**src/rtl/bcd_pkg.sv**
```systemverilog
// Shared constants and types for the binary-to-BCD converter.
package bcd_pkg;
  localparam int BCD_W    = 4;
  localparam int N_DIGITS = 4;
  localparam int BCD_MAX  = 9999;

  typedef enum logic {IDLE, CONV} state_t;
  typedef logic [BCD_W-1:0] bcd_t;
endpackage

```
**src/rtl/bcd_add3.sv**
```systemverilog
// Single-digit correction for shift-and-add-3: digits >= 5 get +3 before the shift.
module bcd_add3
  import bcd_pkg::*;
(
  input  logic [3:0] d,
  output logic [3:0] q
);
  bcd_t d_t;

  assign d_t = d;
  assign q   = (d_t >= bcd_t'(5)) ? d_t + bcd_t'(3) : d_t;
endmodule

```
**src/rtl/bin2bcd_seq.sv**
```systemverilog
// Sequential binary-to-BCD converter, one bit per clock; digits update only on completion.
//   state | meaning
//   IDLE  | waiting for start; output digits hold the last result
//   CONV  | shifting one operand bit per cycle into the BCD scratch
module bin2bcd_seq
  import bcd_pkg::*;
#(
  parameter int WIDTH = 14
) (
  input  logic             clk,
  input  logic             rst_n,
  input  logic             start,
  input  logic [WIDTH-1:0] bin,
  output logic             busy,
  output logic             done,
  output logic             ovf,
  output logic [3:0]       one,
  output logic [3:0]       ten,
  output logic [3:0]       hunnid,
  output logic [3:0]       thousand
);
  localparam int CNT_W = $clog2(WIDTH);
  localparam int SCR_W = BCD_W * N_DIGITS;

  state_t             state, state_nxt;
  logic [WIDTH-1:0]   operand;
  logic [SCR_W-1:0]   scratch, scratch_adj;
  logic [SCR_W+WIDTH-1:0] shifted;
  logic [CNT_W-1:0]   cnt;
  logic               ovf_pend;
  logic               over;
  logic               last;

  for (genvar i = 0; i < N_DIGITS; i++) begin : g_add3
    bcd_add3 u_add3 (
      .d (scratch[i*BCD_W +: BCD_W]),
      .q (scratch_adj[i*BCD_W +: BCD_W])
    );
  end

  assign shifted = {scratch_adj, operand} << 1;
  assign over    = 32'(bin) > 32'(BCD_MAX);
  assign last    = (state == CONV) && (cnt == '0);

  always_ff @(posedge clk or negedge rst_n) begin
    if (!rst_n) state <= IDLE;
    else        state <= state_nxt;
  end

  always_comb begin
    state_nxt = state;
    case (state)
      IDLE:    if (start) state_nxt = CONV;
      CONV:    if (cnt == '0) state_nxt = IDLE;
      default: state_nxt = IDLE;
    endcase
  end

  always_comb begin
    busy = (state == CONV);
  end

  // Scratch and counter run every cycle; visible digits move only on the last iteration.
  always_ff @(posedge clk or negedge rst_n) begin
    if (!rst_n) begin
      operand  <= '0;
      scratch  <= '0;
      cnt      <= '0;
      ovf_pend <= 1'b0;
      done     <= 1'b0;
      ovf      <= 1'b0;
      one      <= '0;
      ten      <= '0;
      hunnid   <= '0;
      thousand <= '0;
    end else begin
      done <= last;
      if (state == IDLE) begin
        if (start) begin
          operand  <= over ? WIDTH'(BCD_MAX) : bin;
          ovf_pend <= over;
          scratch  <= '0;
          cnt      <= CNT_W'(WIDTH - 1);
        end
      end else begin
        scratch <= shifted[SCR_W+WIDTH-1:WIDTH];
        operand <= shifted[WIDTH-1:0];
        cnt     <= cnt - CNT_W'(1);
        if (last) begin
          one      <= shifted[WIDTH +: BCD_W];
          ten      <= shifted[WIDTH+BCD_W +: BCD_W];
          hunnid   <= shifted[WIDTH+2*BCD_W +: BCD_W];
          thousand <= shifted[WIDTH+3*BCD_W +: BCD_W];
          ovf      <= ovf_pend;
        end
      end
    end
  end
endmodule
```
**config.mk**
```make
export PLATFORM = sky130hd
export DESIGN_NAME = bin2bcd_seq
export DESIGN_NICKNAME = d
export VERILOG_FILES = /design/src/rtl/bcd_pkg.sv /design/src/rtl/bcd_add3.sv /design/src/rtl/bin2bcd_seq.sv
export SDC_FILE = /design/constraint.sdc
export NUM_CORES = 1
export LEC_CHECK = 0
export CORE_ASPECT_RATIO = 1.2
export CORE_UTILIZATION = 25
export DETAILED_ROUTE_END_ITERATION = 10
export PLACE_DENSITY_LB_ADDON = 0.08
export SYNTH_ARGS = -nofsm -noshare
export SYNTH_HDL_FRONTEND = slang
export SYNTH_HIERARCHICAL = 1
export SYNTH_SLANG_ARGS = --single-unit
```
**constraint.sdc**
```tcl
create_clock -name clk -period 1.73 [get_ports clk]
set_input_delay 0.519 -clock clk [delete_from_list [all_inputs] [get_ports clk]]
set_output_delay 0.519 -clock clk [all_outputs]
set_load 0.01 [all_outputs]
```
==> flow_summary_export.csv, run 1 <==
group,metric,value,unit
run_status,status,"complete, no violations",
final_layout,syn_to_final_growth,31.20,%
cts,ctsHoldBuffers,0,
setup_path,crit_path_start_kind,"register",
setup_path,endpoint_kind,"output port",
placed_design,place_congestion,0.6697,
cts,cts_tree,"done",
placed_design,io_buffers,35,
power_and_ir_drop,irDropWorstVdd,0.4289,mV
drt,route.detailed.drc,0,
yosys,yosysWarnings,6,
global_route,grt_first_pass_wirelength,9956,um
floorplan,die_x,95.79,um
drt,wire_per_inst,14.31,um
global_route,grt_use_total,12.13,%
setup_path,slowest_delay,0.53,ns
timing,max_slew.worst_pin.slew,0.5048,ns
timing,final_hold_viol_count,0,
floorplan,start_util,25.97,%
power_and_ir_drop,power_density,1705,nW/um^2
global_route,grt_max_degree,39,
timing,fin_skew,0.005973,ns
yosys,syn_avg_cell_area,11.37,um^2
setup_path,crit_fanout,2,
setup_path,worstPathArrival,1.16,ns
yosys,synth_cells,232,
global_route,antenna_found_initial,0,
floorplan,design.core.area,10160,um^2
final_layout,nets,310,
setup_path,cp_cell_sequence,"clkdlybuf4s50_1",
floorplan,ios,36,
final_layout,drive_above_1_share,18.31,%
setup_path,crit_buf_inv,1,
timing,slew_headroom,66.35,%
cts,cts_buffers,5,
drt,detail-route-antenna-nets,0,
floorplan,dieArea,10970,um^2
cts,ctsHtreeMaxLevel,2,
cts,clock-sinks,54,
drt,drt_first_pass_iters,4,
timing,fmax,0.5940,GHz
job,maxCapViolCount,0,
timing,setup_viol,0,
timing,period_minus_slack,1.684,ns
cts,clk_pin_slew,0.07,ns
worst_hold_path,hold_class,"in2async",
yosys,syn-num-nets,259,
timing,drv_slew,0,
timing,layout_worst_path_cycle_share,97.32,%
power_and_ir_drop,finalPower,5904,uW
setup_path,crit_slowest_cell,"clkdlybuf4s50_1",
power_and_ir_drop,p_leak,0.001687,uW
final_layout,post-route-util,34.08,%
setup_path,critPathKind,"reg2out",
setup_path,cp.required,1.21,ns
drt,wl,5869,um
cts,cts-root-buf,"clkbuf_16",
global_route,grt_pass1_vias,2022,
cts,clockBufferDepth,2,
timing,rsz0062_at_grt,"false",
placed_design,dp.final_hpwl,4135,um
yosys,syn_area,2639,um^2
cts,clk_latency,0.29,ns
drt,avgViaCountPerCell,4.529,
final_layout,diodes,0,
drt,num_vias,1857,
setup_path,cp_top_family,"buffers and inverters",
floorplan,die_h,114.5,um
global_route,grt_overflow,0,
drt,drtIter0Drc,64,
floorplan,rows,40,
==> per-stage QoR <==
step | std cells | setup TNS, ns | setup slack (ns) | hold slack (ns) | cell area (um^2)
floorplan | 232 | 0 | 0.1053 | 0.2234 | 2639
global placement | 399 | -4.174 | -0.4283 | 0.4684 | 3258
detailed placement | 399 | -4.065 | -0.4736 | 0.4759 | 3258
CTS | 410 | 0 | 0.005224 | 0.1957 | 3430
global route | 410 | 0 | 0.001804 | 0.2043 | 3462
finish | 410 | 0 | 0.04643 | 0.1885 | 3462
==> power breakdown <==
part,switching [uW],total [uW],internal [uW]
clock,469,1040,575
sequential,420,2250,1830
combinational,1200,2610,1410
==> flip-flops by register name, summed over array words and instances, names as in the netlist <==
register	flops
ovf	1
thousand	4
ten	4
ovf_pend	1
hunnid	4
cnt	4
busy	1
one	4
done	1
scratch	16
operand	14
==> routing by layer <==
layer | global-route usage [%] | part of all wire [%]
met1 | 14.98 | 47
met2 | 20.10 | 48
met3 | 3.254 | 4.0
met4 | 4.478 | 1.6
met5 | 0 | 0
==> final cells by class <==
class | instances | area (um^2)
Fill cell | 1027 | 6698
Clock buffer | 6 | 138.9
Inverter | 12 | 45.04
Timing Repair Buffer | 55 | 563.0
Sequential cell | 54 | 1351
Multi-Input combinational cell | 155 | 1194
Clock inverter | 2 | 12.51
Tap cell | 126 | 157.7
==> what timing repair did <==
action / CTS / global route
pin swaps: 2 / 0
endpoints found under the setup margin: 10 / 13
gates resized for setup: 6 / 13
setup buffers: 3 / 0
==> cell usage in the layout (no fill, tap or decap) <==
cell type         n
o22ai_1           1
o21ai_1           3
mux2_2           15
clkdlybuf4s50_1  16
nand3_1           5
clkbuf_8          1
clkinv_2          1
mux2i_1          12
a21oi_2           4
dlymetal6s2s_1   13
inv_2             1
mux2_1            8
buf_2             1
clkinvlp_4        1
nand2_1          19
o21ai_0          19
and3b_1           2
xnor2_1           6
a211oi_4          1
nor2_1            6
nor4b_4           1
buf_12            3
dlygate4sd2_1     5
nor3b_1           4
a22o_1           16
nand2b_1          7
dfrtp_1          54
or4_4             1
o31a_1            1
and3_1            1
a21oi_1           9
clkbuf_16         5
nor3_1            4
inv_1            11
buf_6             1
ha_1             10
buf_4            16
==> final timing paths <==
| kind | slack, ns | cells past startpoint | start | endpoint |
|---|---|---|---|---|
| worst max-delay path | 0.05 | 1 | ten[0]$_DFFE_PN0P_ | ten[0] |
| worst min register to register | 0.48 | 1 | hunnid[1]$_DFFE_PN0P_ | hunnid[1]$_DFFE_PN0P_ |
| worst min-delay path | 0.19 | 1 | rst_n | cnt[3]$_DFFE_PN0P_ |
| worst max register to register | 0.13 | 5 | cnt[0]$_DFFE_PN0P_ | thousand[1]$_DFFE_PN0P_ |
| min in group clk | 0.48 | 1 | hunnid[1]$_DFFE_PN0P_ | hunnid[1]$_DFFE_PN0P_ |
| max in group asynchronous | 1.04 | 2 | rst_n | scratch[0]$_DFFE_PN0P_ |
(Power assumes the default switching activity.)
==> run 2: changes to the inputs <==
Settings changed: SYNTH_HIERARCHICAL 1 to default.
==> run 2 against run 1 <==
Compared with the run above: via count rose by 6.7%; maximum frequency is 0.43% lower; power increased by 3.0%; largest power group unchanged; largest cell class unchanged; combinational power grew 3%.
==> flow_summary_export.csv, run 2 <==
group,metric,value,unit
cts,clk_latency,0.29,ns
final_layout,multiInputGateArea,1114,um^2
final_layout,syn_to_final_growth,31.11,%
floorplan,dieArea,10820,um^2
placed_design,io_buffers,35,
power_and_ir_drop,p_leak,0.001667,uW
setup_path,reg2reg_slack,0.13,ns
setup_path,r2r_start,"scratch[1]$_DFFE_PN0P_",
timing,setup_viol,0,
global_route,busiest_layer,"met2",
timing,fin_skew,0.008473,ns
final_layout,regMostFlops,"scratch",
power_and_ir_drop,switching_share,36.63,%
global_route,grt_first_pass_wirelength,10120,um
drt,route.detailed.drc,0,
worst_hold_path,hold_class,"in2async",
yosys,synth_top_area_share,51.92,%
power_and_ir_drop,combPwrFrac,44.1,%
yosys,syn-num-nets,298,
cts,clockBufferDepth,2,
timing,fmax,0.5914,GHz
setup_path,worstPathArrival,1.17,ns
power_and_ir_drop,p_seq_share,37.1,%
setup_path,crit_slowest_cell,"clkdlybuf4s50_1",
drt,drtIter0Drc,81,
cts,cts-root-buf,"clkbuf_16",
final_layout,final_cell_mix,"54 x dfrtp_1, 50 x nand2_1, 26 x o21ai_0",
setup_path,setup.worst_path.start,"thousand[0]$_DFFE_PN0P_",
global_route,grt_pass1_vias,2033,
cts,ctsHtreeMaxLevel,2,
placed_design,place_inst,438,
power_and_ir_drop,p_sw,2228,uW
drt,wire_per_inst,13.27,um
global_route,grt_util_met3,2.267,%
yosys,synth_area_leaders,"dfrtp_1 52%, nand2_1 7.2%, o21ai_0 5.0%",
timing,period_minus_slack,1.691,ns
setup_path,crit_fanout,2,
final_layout,nets,346,
yosys,synth_area_leader_cell,"dfrtp_1",
run_status,status,"complete, no violations",
timing,max_slew.worst_pin.slew,0.4673,ns
global_route,met2_usage,20.71,%
cts,post_cts_buffers,0,
floorplan,die_x,95.14,um
drt,detail-route-antenna-nets,0,
floorplan,design.core.area,10060,um^2
setup_path,endpoint_kind,"output port",
yosys,yosysWarnings,0,
setup_path,cp_top_family,"buffers and inverters",
timing,layout_worst_path_cycle_share,97.73,%
yosys,syn_avg_cell_area,9.603,um^2
cts,clk_pin_slew,0.07,ns
global_route,grt_max_degree,55,
yosys,yosysUniqueCellTypes,34,
floorplan,ios,36,
setup_path,slowest_delay,0.54,ns
global_route,antenna_found_initial,0,
job,maxCapViolCount,0,
drt,drt_first_pass_iters,4,
setup_path,r2r_cells,6,
final_layout,largest_reg_flops,16,
timing,rsz0062_at_grt,"false",
setup_path,cp.required,1.21,ns
power_and_ir_drop,power.share.clock,18.8,%
yosys,synth_cells,271,
setup_path,crit_buf_inv,1,
yosys,syn_area,2602,um^2
timing,slew_headroom,68.73,%
power_and_ir_drop,p_int,3855,uW
setup_path,crit_path_start_kind,"register",
global_route,grt_use_met1,15.48,%
final_layout,fillers,1047,
floorplan,die_h,113.8,um
power_and_ir_drop,irDropWorstVdd,0.4977,mV
yosys,yosysMostFrequentCell,"dfrtp_1",
placed_design,place_congestion,0.7702,
global_route,grt_overflow,0,
cts,cts_buffers,5,
drt,num_vias,1981,
timing,drv_slew,0,
final_layout,final_common_cell,"dfrtp_1",
final_layout,instances_no_fill,446,
setup_path,critPathKind,"reg2out",
floorplan,rows,40,
yosys,ys_async_sr_fraction,100.0,%
power_and_ir_drop,power_density,1783,nW/um^2
final_layout,top_regs,"scratch x16, operand x14",
final_layout,diodes,0,
final_layout,drive_above_1_share,13.13,%
yosys,synthTopCellsByCount,"54 x dfrtp_1, 50 x nand2_1, 26 x o21ai_0, 19 x inv_1, 18 x a21oi_1",
setup_path,worstReg2RegEnd,"one[2]$_DFFE_PN0P_",
drt,avgViaCountPerCell,4.442,
yosys,ys_seq_area_share,51.92,%
final_layout,post-route-util,33.92,%
cts,cts_tree,"done",
yosys,ys.flop_type,"dfrtp_1",
cts,ctsHoldBuffers,0,
placed_design,dp.final_hpwl,4092,um
drt,wl,5917,um
timing,final_hold_viol_count,0,
cts,clock-sinks,54,
setup_path,cp_cell_sequence,"clkdlybuf4s50_1",
yosys,synth-edff-count,0,
global_route,grt_use_total,12.26,%
floorplan,start_util,25.87,%
yosys,synth_seq_cells,54,
final_layout,regArea,1351,um^2
## run 2: per-stage QoR
| stage | TNS [ns] | setup WS, ns | power [uW] | instance area [um^2] | hold WS [ns] |
|---|---|---|---|---|---|
| 3_3_place_gp | -1.680 | -0.1348 | 4962 | 3202 | 0.4617 |
| 6_report | 0 | 0.03920 | 6083 | 3412 | 0.2073 |
| 2_1_floorplan | 0 | 0.2414 | 4025 | 2603 | 0.2234 |
| 3_5_place_dp | -1.720 | -0.1608 | 5003 | 3202 | 0.4505 |
| 4_1_cts | 0 | 0.004479 | 6179 | 3363 | 0.2273 |
| 5_1_grt | 0 | 0.00003464 | 6656 | 3412 | 0.2386 |
## run 2: kinds of logic after synthesis
group,synth area share [%]
flip-flops,51.92
AO/OA/AOI/OAI,16.15
buffers and inverters,5.913
XOR/XNOR,2.019
adder cells (fa/ha/maj),4.808
multiplexers,5.336
AND/OR/NAND/NOR,13.85
## run 2: worst max-delay path by stage
stage / to / slack (ns) / cells past startpoint
finish: thousand[0] / 0.04 / 1
floorplan: scratch[6]$_DFFE_PN0P_ / 0.24 / 6
global route: thousand[2] / 0.00003 / 1
detailed placement: scratch[3]$_DFFE_PN0P_ / -0.16 / 5
CTS: one[3] / 0.004 / 1
global placement: scratch[11]$_DFFE_PN0P_ / -0.13 / 5
## run 2: cell type report
| cell class | count | area share (%) |
|---|---|---|
| sequential | 54 | 39.60 |
| multi-input combinational | 183 | 32.64 |
| timing repair buffer | 55 | 16.17 |
| tap | 126 | 4.620 |
| clock buffer | 7 | 3.887 |
| inverter | 20 | 2.200 |
| clock inverter | 1 | 0.8801 |
## run 2: power groups by stage
stage	Combinational (uW)	Sequential [uW]	Clock (uW)
after floorplan	1740	2290	0
after global placement	2680	2290	0
after detailed placement	2710	2290	0
after CTS	2720	2270	1190
after global routing	3070	2340	1240
final	2680	2260	1140
## run 2: timing repair
action | CTS | global route
cloned | 0 | 0
pin swaps | 0 | 1
endpoints found under the setup margin | 1 | 18
gates resized for setup | 1 | 18
## run 2: per-layer routing
metal | vias to the layer above | wire length [um]
met2 | 28 | 2960
met3 | 7 | 139
met4 | 0 | 80
met1 | 933 | 2735
li1 | 1013 | -
met5 | - | 0
==> run 3: changes to the inputs <==
Settings changed: CORE_MARGIN from default to 2, SETUP_SLACK_MARGIN from default to 0.3.
==> run 3 against run 2 <==
Compared with the run above: sequential power is 3% higher; via count increased by 5.9%; routed wire length is 12% higher; combinational power rose by 41%; setup slack improved by 0.22 ns; core utilization increased by 4.3 points; flip-flop and latch count stayed put; register-to-register slack gained 0.13 ns; maximum frequency up 15%; non-clock buffer count is 27 higher; critical path type is now reg2reg; highest routed layer unchanged.
==> flow_summary_export.csv, run 3 (synthesized netlist as in run 2, its figures left out) <==
group,metric,value,unit
run_status,status,"complete, no violations",
drt,avgViaCountPerCell,4.436,
final_layout,instances_no_fill,473,
cts,clk_latency,0.29,ns
final_layout,top_regs,"scratch x16, operand x14",
setup_path,slowest_delay,0.46,ns
timing,layout_worst_path_cycle_share,84.79,%
floorplan,die_h,115.8,um
timing,setup_viol,0,
drt,wl,6606,um
global_route,grt_overflow,0,
final_layout,drive_above_1_share,36.31,%
timing,drv_slew,0,
cts,cts_buffers,5,
global_route,grt_use_total,12.31,%
global_route,grt_first_pass_wirelength,11030,um
setup_path,worstPathArrival,1.68,ns
timing,fin_skew,0.007402,ns
timing,holdWs,0.2104,ns
global_route,grt_max_degree,55,
cts,clockBufferDepth,2,
setup_path,endpoint_kind,"register",
drt,num_vias,2098,
setup_path,cp_top_family,"flip-flops",
timing,final_hold_viol_count,0,
placed_design,place_congestion,0.7480,
floorplan,start_util,25.87,%
cts,cts_tree,"done",
job,maxCapViolCount,0,
worst_hold_path,hold_class,"in2async",
floorplan,rows,40,
placed_design,place_inst,435,
setup_path,cp.required,1.94,ns
final_layout,largest_reg_flops,16,
final_layout,final_common_cell,"dfrtp_1",
drt,drtIter0Drc,56,
drt,drt_first_pass_iters,4,
floorplan,die_x,97.14,um
power_and_ir_drop,power_density,1860,nW/um^2
cts,clock-sinks,54,
floorplan,dieArea,11250,um^2
power_and_ir_drop,irDropWorstVdd,0.5182,mV
setup_path,crit_buf_inv,1,
global_route,grt_pass1_vias,2203,
timing,fmax,0.6818,GHz
final_layout,diodes,0,
setup_path,crit_path_start_kind,"register",
global_route,antenna_found_initial,0,
final_layout,nets,373,
final_layout,final_cell_mix,"52 x dfrtp_1, 50 x nand2_1, 36 x buf_4",
setup_path,crit_slowest_cell,"dfrtp_2",
setup_path,crit_fanout,4,
placed_design,io_buffers,35,
cts,cts-root-buf,"clkbuf_16",
final_layout,syn_to_final_growth,47.74,%
cts,clk_pin_slew,0.07,ns
floorplan,design.core.area,10060,um^2
cts,ctsHoldBuffers,0,
timing,max_slew.worst_pin.slew,0.3021,ns
timing,period_minus_slack,1.467,ns
power_and_ir_drop,p_leak,0.001782,uW
cts,ctsHtreeMaxLevel,2,
timing,slew_headroom,79.86,%
timing,rsz0062_at_grt,"true",
final_layout,regMostFlops,"scratch",
setup_path,cp_cell_sequence,"inv_4 > ha_4 > nand2b_4 > a21oi_4 > mux2_4 > o22ai_2",
floorplan,ios,36,
drt,route.detailed.drc,0,
drt,wire_per_inst,13.97,um
placed_design,dp.final_hpwl,3999,um
setup_path,critPathKind,"reg2reg",
drt,detail-route-antenna-nets,0,
## run 3: changes by cell type in the layout (fill, tap and decap cells not counted), sizes merged, moves of 2 or more
cell           before  now
clkinvlp            0    2
dlymetal6s2s       13    4
dlygate4sd2         1    6
clkbuf              7   12
buf                21   58
clkdlybuf4s50      20    5
bufbuf              0    2
## run 3: cell type report
cell class | instances | area (um^2)
sequential | 54 | 1354
multi-input combinational | 183 | 1366
clock buffer | 6 | 138.9
inverter | 20 | 86.33
fill | 1024 | 6215
clock inverter | 2 | 12.51
timing repair buffer | 82 | 729.5
tap | 126 | 157.7
## run 3: power breakdown
| group | switching [uW] | internal, uW | leakage (uW) |
|---|---|---|---|
| registers | 467 | 1860 | 0.000666 |
| clock network | 477 | 575 | 0.0000729 |
| logic | 1740 | 2030 | 0.00104 |
## run 3: what timing repair did
action / in CTS / in global routing
buffers inserted: 19 / 8
cloned: 3 / 0
pin swaps: 15 / 9
setup endpoints to repair: 51 / 46
gates resized for setup: 101 / 50
## run 3: worst paths after layout
check	start	to	depth (start not counted)	slack, ns
max	scratch[8]$_DFFE_PN0P_	scratch[10]$_DFFE_PN0P_	6	0.26
min	rst_n	thousand[1]$_DFFE_PN0P_	2	0.21
max reg2reg	scratch[8]$_DFFE_PN0P_	scratch[10]$_DFFE_PN0P_	6	0.26
min reg2reg	ovf_pend$_DFFE_PN0P_	ovf$_DFFE_PN0P_	2	0.46
max in group asynchronous	rst_n	scratch[4]$_DFFE_PN0P_	2	1.26
min in group clk	ovf_pend$_DFFE_PN0P_	ovf$_DFFE_PN0P_	2	0.46
## run 3: per-layer routing
metal  global-route usage (%)  routed length [um]  share of wire (%)  up-vias
li1                         -                   -                  -     1075
met1                    14.74                2920                 44      980
met2                    22.41                3388                 51       32
met3                    2.232                 182                2.8       11
met4                    4.225                 114                1.7        0
met5                        0                   0                  0        -
## run 3: through the flow
| step | utilization [%] | power, uW | setup TNS (ns) | cell area (um^2) | setup slack [ns] |
|---|---|---|---|---|---|
| floorplan | - | 4098 | 0 | 2623 | 0.3105 |
| global placement | 32.05 | 5056 | -2.429 | 3224 | -0.2176 |
| detailed placement | 32.05 | 5095 | -2.145 | 3224 | -0.2310 |
| CTS | 37.28 | 6887 | 0 | 3750 | 0.2504 |
| global route | 38.22 | 7769 | 0 | 3845 | 0.2023 |
| finish | 38.22 | 7150 | 0 | 3845 | 0.2632 |
